File: src/rtl/mux_scan_ctrl.sv
// Scan controller for an external 2**SEL_W:1 mux: steps sel over every channel,
// waits SETTLE cycles per channel, rebuilds the word and reports ones count / first hit.
module mux_scan_ctrl #(
    parameter int SEL_W  = 4,
    parameter int SETTLE = 1
) (
    input  logic                  clk,
    input  logic                  rstn,
    input  logic                  start,
    input  logic                  mux_f,
    output logic [SEL_W-1:0]      sel,
    output logic                  busy,
    output logic                  done,
    output logic [2**SEL_W-1:0]   captured,
    output logic [SEL_W:0]        ones_count,
    output logic [SEL_W-1:0]      first_hit,
    output logic                  hit_valid,
    output logic [1:0]            dbg_state
);

    localparam int N     = 2**SEL_W;
    localparam int CNT_W = (SETTLE > 1) ? $clog2(SETTLE) : 1;
    localparam logic [CNT_W-1:0] RELOAD  = CNT_W'((SETTLE > 0) ? SETTLE - 1 : 0);
    localparam logic [SEL_W-1:0] SEL_MAX = {SEL_W{1'b1}};

    typedef enum logic [1:0] {
        ST_IDLE   = 2'd0,
        ST_SETTLE = 2'd1,
        ST_SAMPLE = 2'd2,
        ST_DONE   = 2'd3
    } state_t;

    // With no settle time every channel goes straight to its sample cycle.
    localparam state_t ST_AFTER_SEL = (SETTLE == 0) ? ST_SAMPLE : ST_SETTLE;

    state_t             state_q;
    logic [SEL_W-1:0]   sel_q;
    logic               busy_q;
    logic               done_q;
    logic [N-1:0]       captured_q;
    logic [SEL_W:0]     ones_q;
    logic [SEL_W-1:0]   first_q;
    logic               hit_q;
    logic [CNT_W-1:0]   cnt_q;

    always_ff @(posedge clk) begin
        if (!rstn) begin
            state_q    <= ST_IDLE;
            sel_q      <= '0;
            busy_q     <= 1'b0;
            done_q     <= 1'b0;
            captured_q <= '0;
            ones_q     <= '0;
            first_q    <= '0;
            hit_q      <= 1'b0;
            cnt_q      <= '0;
        end else begin
            done_q <= 1'b0;
            case (state_q)
                ST_IDLE: begin
                    if (start) begin
                        sel_q      <= '0;
                        busy_q     <= 1'b1;
                        captured_q <= '0;
                        ones_q     <= '0;
                        first_q    <= '0;
                        hit_q      <= 1'b0;
                        cnt_q      <= RELOAD;
                        state_q    <= ST_AFTER_SEL;
                    end
                end
                ST_SETTLE: begin
                    if (cnt_q == '0) begin
                        state_q <= ST_SAMPLE;
                    end else begin
                        cnt_q <= cnt_q - CNT_W'(1);
                    end
                end
                ST_SAMPLE: begin
                    captured_q[sel_q] <= mux_f;
                    ones_q            <= ones_q + {{SEL_W{1'b0}}, mux_f};
                    if (mux_f && !hit_q) begin
                        first_q <= sel_q;
                        hit_q   <= 1'b1;
                    end
                    if (sel_q != SEL_MAX) begin
                        sel_q   <= sel_q + SEL_W'(1);
                        cnt_q   <= RELOAD;
                        state_q <= ST_AFTER_SEL;
                    end else begin
                        sel_q   <= '0;
                        busy_q  <= 1'b0;
                        done_q  <= 1'b1;
                        state_q <= ST_DONE;
                    end
                end
                ST_DONE: begin
                    state_q <= ST_IDLE;
                end
                default: begin
                    state_q <= ST_IDLE;
                end
            endcase
        end
    end

    assign sel        = sel_q;
    assign busy       = busy_q;
    assign done       = done_q;
    assign captured   = captured_q;
    assign ones_count = ones_q;
    assign first_hit  = first_q;
    assign hit_valid  = hit_q;
    assign dbg_state  = state_q;

endmodule

File: config.mk
export PLATFORM = sky130hd
export DESIGN_NAME = mux_scan_ctrl
export DESIGN_NICKNAME = d
export VERILOG_FILES = /design/src/rtl/mux_scan_ctrl.sv
export SDC_FILE = /design/constraint.sdc
export NUM_CORES = 1
export LEC_CHECK = 0
export CORE_AREA = 5 5 66 113
export CTS_CLUSTER_SIZE = 8
export DETAILED_ROUTE_END_ITERATION = 10
export DIE_AREA = 0 0 71 118
export HOLD_SLACK_MARGIN = 0.02
export PLACE_DENSITY = 0.53
export SLEW_MARGIN = 5
export SYNTH_ARGS = -nofsm -noshare
export SYNTH_HDL_FRONTEND = slang
export SYNTH_SLANG_ARGS = --single-unit
File: constraint.sdc
create_clock -name clk -period 1.5 [get_ports clk]
set_input_delay 0.3 -clock clk [delete_from_list [all_inputs] [get_ports clk]]
set_output_delay 0.3 -clock clk [all_outputs]
set_load 0.01 [all_outputs]
# Yosys cells after proc, flatten, opt, wreduce, memory -nomap -nowiden
# Index checks and enable logic that the tools add are counted.
# word_totals
input_bits	4
word_cells	61
ff_bits	35
output_inout_bits	34
# op_classes
order_cmp	2
reduce_logical	12
n_addsub	3
mux	26
n_eq_ne	9
# ops
cell	n
16-bit one-hot mux with 2 select lines	1
16-bit bitwise mux	1
16-bit 2-to-1 mux	1
4-bit one-hot mux with 2 select lines	2
4-bit 2-to-1 mux	3
2-bit inequality test (second input constant)	5
5-bit one-hot mux with 2 select lines	1
3-bit AND reduction	3
1-bit 2-to-1 mux	8
2-bit one-hot mux with 4 select lines	1
2-bit 2-to-1 mux	3
2-bit AND reduction	3
5-bit by 1-bit adder with 5-bit output	1
4-bit by 5-bit less-than comparator with 1-bit output (second input constant)	1
5-bit 2-to-1 mux	1
4-bit by 1-bit adder with 4-bit output (second input constant)	1
1-bit demux with 4-bit select	1
2-bit equality test (second input constant)	2
4-bit by 1-bit greater-or-equal comparator with 1-bit output (second input constant)	1
4-bit inequality test (second input constant)	1
1-bit one-hot mux with 2 select lines	2
1-bit one-hot mux with 3 select lines	1
3-bit nonzero test	1
2-bit by 1-bit equality test with 1-bit output (second input constant)	1
other kinds (5)	6

# Longest topological paths before layout
# Gate-level depths: netlist (run 1).
# logic_depth
depth_word	6
mapped_depth	5
ltp_nobuf	5

# Least setup slack after synthesis (run 1)
# No wires, ideal clock.
# synth_timing
path_type	register -> register
start	reg sel_q[2], in the netlist sel[2]
end	reg captured_q[13], in the netlist captured[13]
required_time_ps	1383
path_buffers	2
slack_ps	181
t_arrival_ps	1202
stages_incl_launch_ff	6
period_less_slack_ps	1319
setup_time_ps	117
path_cell_list	dfxtp_1 -> buf_2 -> and2_1 -> clkbuf_1 -> nand3_1 -> a32o_1
# synth_between
elab_chain_cells	6
elab_cells_between_ends	7
classes_between	order compare: 2; mux: 4; reduce/logical: 1
# synth_lines
element	line	text
from (decl)	37	logic [SEL_W-1:0] sel_q;
from (signal assigned)	87	sel_q <= sel_q + SEL_W'(1);
4-bit by 5-bit less-than comparator with 1-bit output (not written as such) or 4-bit by 1-bit greater-or-equal comparator with 1-bit output (tied branches)	80	captured_q[sel_q] <= mux_f;
1-bit logical AND (not written as such)	80	
1-bit 2-to-1 mux (not written as such)	80	
1-bit demux with 4-bit select *	80	
16-bit bitwise mux *	80	
16-bit one-hot mux with 2 select lines *	59	case (state_q)
to (signal, indexed assignment)	80	
to (decl)	40	logic [N-1:0] captured_q;
# Mark *: on every way between the ends. The rest lies on a longest branch, timed or not.
# A chain may end at the register's enable or synchronous reset.

# Final worst setup path (run 1)
# layout_timing
start	reg captured_q[11], in the netlist captured[11]
end	out captured[11]
# layout_rtl
element	line	text
to (decl)	14	output logic [2**SEL_W-1:0] captured,
# No word-level cell between the ends.

==> reports/results.ini, run 1 <==
[die]
rows = 39
die_area_um2 = 8380
core_um2 = 6440
initial_core_util = 0.233
die_h_um = 118
io_pins = 38
die_x_um = 71

[logic_synthesis]
syn_area_um2 = 1500
netlist_instances = 158
synth-edff-count = 0
synth_area_leaders = dfxtp_1 45%, a32o_1 12%, nand3_1 6.7%
post_synth_num_cell_types = 37
async_flop_share = 0
synthFlopType = dfxtp_1
synth-warning-count = 0
ys_seq_area_frac = 0.453
syn_nets = 168
avgSynthCellArea_um2 = 9.50
netlist.area_leader.share = 0.453
synth-seq-cells = 34
synth_top_cell_by_area = dfxtp_1

[clock_network]
cts_max_level = 2
insertion_delay_ns = 0.28
post_cts.repair.setup_buffers = 0
cts_buffers = 5
clock_sinks = 34
cts.clk_slew.worst_paths_ns = 0.06
root_buffer = clkbuf_16
clockBufferDepth = 2
cts_tree = done

[final_layout]
diodes = 0
syn_to_final_growth_pct = 48.7
final_layout_size_suffix_gt1_frac = 0.182
finalInstanceArea_um2 = 2230
fin_nets = 218
utilization = 0.347

[detailed_routing]
drt_iter0_markers = 59
vias_per_cell = 4.72
vias = 1373
drc = 0
wl_per_cell_um = 14.3
drt-pass1-iter-count = 4
ant_nets = 0
routed_wl_um = 4170

[setup_path]
critPathArrivalTime_ns = 1.16
critical_path.slowest_cell = clkdlybuf4s50_1
startpoint_type = register
crit_chain = clkdlybuf4s50_1
crit_type = register to output pin
crit_required_ns = 1.20
critPathMaxStageDelay_ns = 0.54
crit_buf_inv = 1
endpoint_kind = output pin
crit_family = buffers and inverters
crit_fanout = 2

[place]
portBuffers = 37
dpl-instance-area_um2 = 2050
hpwlAfterDp_um = 3150
place_congestion = 0.769

[outcome]
status = completed

[global_routing]
grt_pass1_wl_um = 6900
grt_pass1_vias = 1393
grt_start_max_net_pins = 24
grt_usage = 0.105
antenna_found_initial = 0
grt_overflow_total = 0

[run]
maxCapViolations = 0

[power]
ir_drop_uv = 381
cellPowerDensity_nw_per_um2 = 994
power_leakage_nw = 0.932

[sta]
fin_crit_sh = 0.973
setup_viol = 0
slew_violations = 0
finalHoldViolCount = 0
rsz0062_at_grt = no
min_period_ns = 1.46
fmax_mhz = 685
slew_headroom = 0.745
worst_pin_slew_ns = 0.381
fin_skew_ns = 0.00784

[hold_path]
hold_class = register to register

==> report_power, final <==
group          total [mW]  switching, mW  internal, mW
Sequential          0.926         0.0136         0.913
Clock                1.15          0.365         0.784
Combinational       0.143         0.0800        0.0632
Total                2.22          0.458          1.76
==> cells by family (layout without fill, tap and decap cells) <==
family                     count (synthesis)  count (layout)  share of synthesized area
and+or+nand+nor                           57              57                      0.211
AOI/OAI and AO/OA                         40              40                      0.208
DFF                                       34              34                      0.453
buffers and inverters                     19              70                     0.0658
adders and majority gates                  6               6                     0.0500
xor gates and xnor gates                   1               1                    0.00583
muxes                                      1               1                    0.00667
==> per-layer routing <==
metal,up-vias,global-route usage,part of all wire
li1,689,-,-
met4,0,0.0529,0.021
met2,29,0.193,0.56
met5,-,0,0
met3,7,0.0197,0.030
met1,648,0.109,0.39
==> state kept, by name (all words and copies together), names as in the netlist <==
| register | flops |
|---|---|
| sel | 4 |
| dbg_state | 2 |
| captured | 16 |
| first_hit | 4 |
| ones_count | 5 |
| done | 1 |
| hit_valid | 1 |
| busy | 1 |
==> cells in the final DEF, fill, tap and decap left out, types with 3 or more instances in the layout <==
cell type / n
a32o_1: 18
dlymetal6s2s_1: 5
clkdlybuf4s50_1: 22
nor2_1: 8
dlygate4sd2_1: 10
dfxtp_2: 5
clkbuf_16: 5
nand3_1: 20
inv_1: 6
a21oi_1: 8
nand2_1: 5
a22oi_1: 3
dfxtp_1: 28
o21ai_0: 5
and2_1: 5
buf_4: 17
ha_1: 6
==> stage by stage <==
step           instances  power (mW)  setup TNS, ns  worst slack (ns)  hold slack, ns
6_report             291        2.22              0            0.0407           0.459
5_1_grt              291        2.31              0           0.00310           0.498
4_1_cts              291        2.24              0           0.00418           0.467
3_5_place_dp         283        1.09          -8.99            -0.521           0.462
3_3_place_gp         283        1.09          -8.12            -0.449           0.454
2_1_floorplan        158        1.02              0             0.181           0.452
==> repair_timing <==
action | in CTS | in global routing
endpoints found under the hold margin | 0 | 0
hold buffers | 0 | 0
pin swaps | 0 | 0
setup endpoints to repair | 24 | 23
gates resized for setup | 18 | 7
==> final timing paths <==
check        slack, ns            to         start  depth (start not counted)
max               0.04  captured[11]  captured[11]                          1
min               0.46   captured[7]   captured[7]                          2
max reg2reg       0.22        sel[3]        sel[2]                          4
min reg2reg       0.46   captured[7]   captured[7]                          2
==> layout make-up <==
cell class	instances	area (µm²)
multi-input combinational	105	732
inverter	7	26.3
clock inverter	1	30.0
fill	717	4210
timing repair buffer	55	518
sequential	34	691
clock buffer	7	133
tap	82	103
==> synthesized netlist by cell type, types with 3 or more instances <==
master	n
nand2_1	5
a21oi_1	8
a22oi_1	3
ha_1	6
nand3_1	20
and2_1	5
a32o_1	18
buf_2	6
o21ai_0	5
nor2_1	9
dfxtp_1	34
nor2b_1	3
inv_1	6
Power figures use the tool's default switching activity.
==> run 2: changes to the inputs <==
PLACE_DENSITY = 0.55   (was 0.53)
clock period = 1.2 ns   (was 1.5 ns; I/O delays follow)
==> run 2 against run 1 <==
Compared with the run above: first-iteration DRC count shrank 5.1%; core utilization increased by 7.1 points; hold slack got worse by 0.0028 ns; the flow now finishes with violations (setup timing); critical path depth up 5; combinational power up 110%; critical path type is now register to register; clock-buffer cell count down 1.
==> reports/results.ini, run 2 (same netlist as run 1, synthesis figures left out) <==
[outcome]
status = finished, violations left
violations = setup timing

[detailed_routing]
vias_per_cell = 4.75
m1WireLength_um = 1660
wl_met3_um = 189
wl_per_cell_um = 14.7
top_layer_used = met4
drt-pass1-iter-count = 6
vias = 1511
drc = 0
ant_nets = 0
drt_iter0_markers = 56
routed_wl_um = 4680
met2_length_um = 2670

[setup_path]
crit_required_ns = 1.37
crit_fanout = 8
startpoint_type = register
crit_type = register to register
critPathArrivalTime_ns = 1.47
endpoint_kind = register

[place]
portBuffers = 37
place_congestion = 0.772
hpwlAfterDp_um = 3310
placed_cells = 299

[clock_network]
cts_tree = done
insertion_delay_ns = 0.28
cts.clk_slew.worst_paths_ns = 0.06
cts_max_level = 2
ctsHoldBuffers = 0
clock_sinks = 34
clockBufferDepth = 2
root_buffer = clkbuf_16
cts_buffers = 5

[sta]
slew_violations = 0
rsz0062_at_grt = yes
fin_crit_sh = 1.08
worst_pin_slew_ns = 0.350
min_period_ns = 1.29
fmax_mhz = 774
slew_headroom = 0.766
fin_skew_ns = 0.00388
finalHoldViolCount = 0
setup_viol = 19
timing.final.ws_setup_ns = -0.0915

[final_layout]
diodes = 0
fin_nets = 245
final_common_cell = buf_4
final_cells = 318
final_layout_size_suffix_gt1_frac = 0.479
final_cell_mix = 32 x buf_4, 30 x dlygate4sd2_1, 26 x dfxtp_1
syn_to_final_growth_pct = 79.0
largest_reg_flops = 16

[power]
power_leakage_nw = 1.11
p_total_mw = 2.85
cellPowerDensity_nw_per_um2 = 1060
ir_drop_uv = 479

[die]
die_area_um2 = 8380
rows = 39
initial_core_util = 0.233
die_h_um = 118
core_um2 = 6440
io_pins = 38
die_x_um = 71

[run]
maxCapViolations = 0

[global_routing]
grt_overflow_total = 0
grt_pass1_wl_um = 7780
grt_pass1_vias = 1569
antenna_found_initial = 0
grt_usage = 0.116
grt_start_max_net_pins = 15

[hold_path]
hold_class = register to register

-- run 2: area by class of cell --
type                       instances  area, µm²
sequential                        34        706
inverter                           7       26.3
clock inverter                     2       15.0
clock buffer                       6        150
tap                               82        103
timing repair buffer              82        742
multi-input combinational        105        946
fill                             653       3750
-- run 2: final timing paths --
kind         cells past startpoint  slack [ns]          from          end
max                              6       -0.09  dbg_state[0]  captured[2]
min reg2reg                      2        0.46   captured[7]  captured[7]
max reg2reg                      6       -0.09  dbg_state[0]  captured[2]
min                              2        0.46   captured[7]  captured[7]
-- run 2: layer usage --
metal	vias up	global-route usage
li1	743	-
met1	726	0.113
met5	-	0
met4	0	0.0694
met2	32	0.216
met3	10	0.0256
-- run 2: worst max-delay path: stages, from the launching register on --
cell and delay, ns:
dfxtp_4 0.36, buf_6 0.12, nor2b_4 0.12, buf_6 0.12, buf_12 0.12, nand3_2 0.07, a32o_1 0.26
-- run 2: timing repair --
| item | in CTS | in global routing |
|---|---|---|
| setup endpoints to repair | 65 | 35 |
| gates cloned | 1 | 0 |
| endpoints found under the hold margin | 0 | 0 |
| pin swaps | 25 | 10 |
| gates resized for setup | 88 | 28 |
| buffers inserted | 5 | 6 |
-- run 2: report_power, final --
| group | leakage, nW | internal [mW] | switching [mW] |
|---|---|---|---|
| clock network | 0.0742 | 0.895 | 0.516 |
| logic | 0.756 | 0.148 | 0.147 |
| registers | 0.280 | 1.13 | 0.0144 |
-- run 2: stage by stage --
| stage | utilization | TNS (ns) | cell area [µm²] | worst slack, ns | hold slack, ns |
|---|---|---|---|---|---|
| 5_1_grt | 0.417 | -2.40 | 2690 | -0.143 | 0.488 |
| 2_1_floorplan | - | 0 | 1550 | 0.00242 | 0.392 |
| 4_1_cts | 0.400 | -1.34 | 2570 | -0.0990 | 0.467 |
| 6_report | 0.417 | -1.33 | 2690 | -0.0915 | 0.456 |
| 3_5_place_dp | 0.342 | -14.98 | 2200 | -0.543 | 0.462 |
| 3_3_place_gp | 0.342 | -14.50 | 2200 | -0.519 | 0.457 |
==> run 3: changes to the inputs <==
CORE_AREA = 5 5 51 87   (was 5 5 66 113)
DIE_AREA = 0 0 56 92   (was 0 0 71 118)
PLACE_DENSITY = 0.81   (was 0.55)
==> run 3 against run 2 <==
Compared with the run above: the run still ends with setup timing left; power down 4.3%; clock power down 12%; clock skew up 0.0013 ns; clock-buffer cell count up 1; global-route usage up 8.4 points; cell count down 8.2%; core utilization up 33 points; routed wire length up 19%; largest cell class unchanged; largest power group unchanged; highest routed layer unchanged.
==> reports/results.ini, run 3 (same netlist as run 1, synthesis figures left out) <==
[hold_path]
hp-start = captured[7]
holdPathStages = 2
hold_class = register to register
hold_end = captured[7]

[setup_path]
crit_fanout = 6
rr_startpoint = dbg_state[0]
critPathArrivalTime_ns = 1.60
reg2reg_depth = 4
r2r_end = sel[3]
r2r_slack_ns = -0.19
crit_required_ns = 1.40
crit_type = register to register
startpoint_type = register
endpoint_kind = register

[final_layout]
diodes = 0
final_common_cell = buf_4
finalInstanceArea_um2 = 2700
final_layout_size_suffix_gt1_frac = 0.496
syn_to_final_growth_pct = 79.9
largest_reg_flops = 16
fillCellCount = 226
final_cell_mix = 42 x buf_4, 27 x dfxtp_1, 26 x dlygate4sd2_1
fin_nets = 255

[power]
switching_share = 0.229
pwr-share-clk = 0.456
power_leakage_nw = 1.16
cellPowerDensity_nw_per_um2 = 1010
p_int_mw = 2.10
combPwrFrac = 0.124
netSwitchingPower_mw = 0.624
seqPwrFrac = 0.420
ir_drop_uv = 859

[place]
place_congestion = 0.772
portBuffers = 37
dpl-instance-area_um2 = 2160
hpwlAfterDp_um = 2940

[global_routing]
grt_overflow_total = 0
grt_pass1_wl_um = 8020
grt_start_max_net_pins = 15
grt_pass1_vias = 1655
grt_use_met3 = 0.0295
antenna_found_initial = 0
top_usage_layer = met2
grt_usage = 0.200
met1_usage = 0.187
globalRouteMet2Util = 0.391

[sta]
timing.final.ws_setup_ns = -0.193
fin_setup_tns_ns = -2.94
fmax_mhz = 718
slew_headroom = 0.788
setup_viol = 29
fin_skew_ns = 0.00521
min_period_ns = 1.39
worst_pin_slew_ns = 0.315
hold-worst-slack_ns = 0.476
fin_crit_sh = 1.16
finalHoldViolCount = 0
rsz0062_at_grt = yes
slew_violations = 0

[outcome]
status = finished, violations left
violations = setup timing

[clock_network]
insertion_delay_ns = 0.29
cts_buffers = 5
root_buffer = clkbuf_8
clock_sinks = 34
cts_max_level = 2
ctsHoldBuffers = 0
clockBufferDepth = 2
cts_tree = done
cts.clk_slew.worst_paths_ns = 0.07

[die]
core_um2 = 3590
rows = 29
die_x_um = 56
die_h_um = 92
die_area_um2 = 5150
io_pins = 38
initial_core_util = 0.418

[detailed_routing]
drt_iter0_markers = 79
vias = 1671
wl_per_cell_um = 19.1
drt-pass1-iter-count = 4
drc = 0
vias_per_cell = 5.72
ant_nets = 0
routed_wl_um = 5570

[run]
maxCapViolations = 0

==> run 3: cell types whose count changed in the layout (fill, tap and decap cells not counted), moves of 3 or more <==
cell           change
a21oi_1            +3
nand3_2            -5
a21oi_2            -3
dlygate4sd2_1      -4
nand3_4            +3
buf_4             +10
clkbuf_16          -5
clkbuf_8           +6
==> run 3: power groups by stage <==
stage	Combinational [mW]	Sequential, mW	Clock, mW
after global routing	0.356	1.15	1.30
after global placement	0.198	1.18	0
final	0.339	1.15	1.24
after detailed placement	0.201	1.18	0
after floorplan	0.111	1.18	0
after CTS	0.285	1.15	1.24
==> run 3: worst max-delay path by stage <==
stage / to / depth (start not counted) / startpoint / slack (ns)
6_report: sel[3] / 4 / dbg_state[0] / -0.19
3_3_place_gp: captured[13] / 4 / start / -0.49
4_1_cts: captured[14] / 6 / dbg_state[0] / -0.13
3_5_place_dp: captured[0] / 4 / start / -0.50
2_1_floorplan: captured[10] / 5 / dbg_state[1] / 0.002
5_1_grt: sel[3] / 4 / dbg_state[1] / -0.23
==> run 3: area by class of cell <==
type,count,area (µm²),share of cell area
sequential,34,704,0.261
multi-input combinational,105,952,0.352
inverter,7,26.3,0.00973
tap,46,57.6,0.0213
timing repair buffer,92,823,0.305
clock inverter,1,30.0,0.0111
clock buffer,7,108,0.0398
==> run 3: what timing repair did <==
action	4_1_cts	5_1_grt
resized for setup	82	35
pin swaps	27	19
cloned	3	0
endpoints found under the setup margin	65	41
setup buffers	10	13
hold endpoints to repair	0	0
==> run 3: worst max-delay path, stage by stage, from the launching register on <==
cell	delay, ns
dfxtp_4	0.38
buf_4	0.14
buf_4	0.12
or4_4	0.47
a31oi_1	0.20
==> run 3: stage by stage <==
| step | setup slack [ns] | total power, mW | utilization | instances |
|---|---|---|---|---|
| global placement | -0.487 | 1.38 | 0.600 | 263 |
| detailed placement | -0.499 | 1.38 | 0.600 | 263 |
| global route | -0.232 | 2.80 | 0.752 | 292 |
| finish | -0.193 | 2.73 | 0.752 | 292 |
| CTS | -0.125 | 2.67 | 0.710 | 283 |
| floorplan | 0.00242 | 1.29 | - | 158 |
==> run 3: per-layer routing <==
metal,wire length (µm),up-vias
met5,0,-
li1,-,763
met2,3070,75
met1,1960,806
met3,241,27
met4,298,0
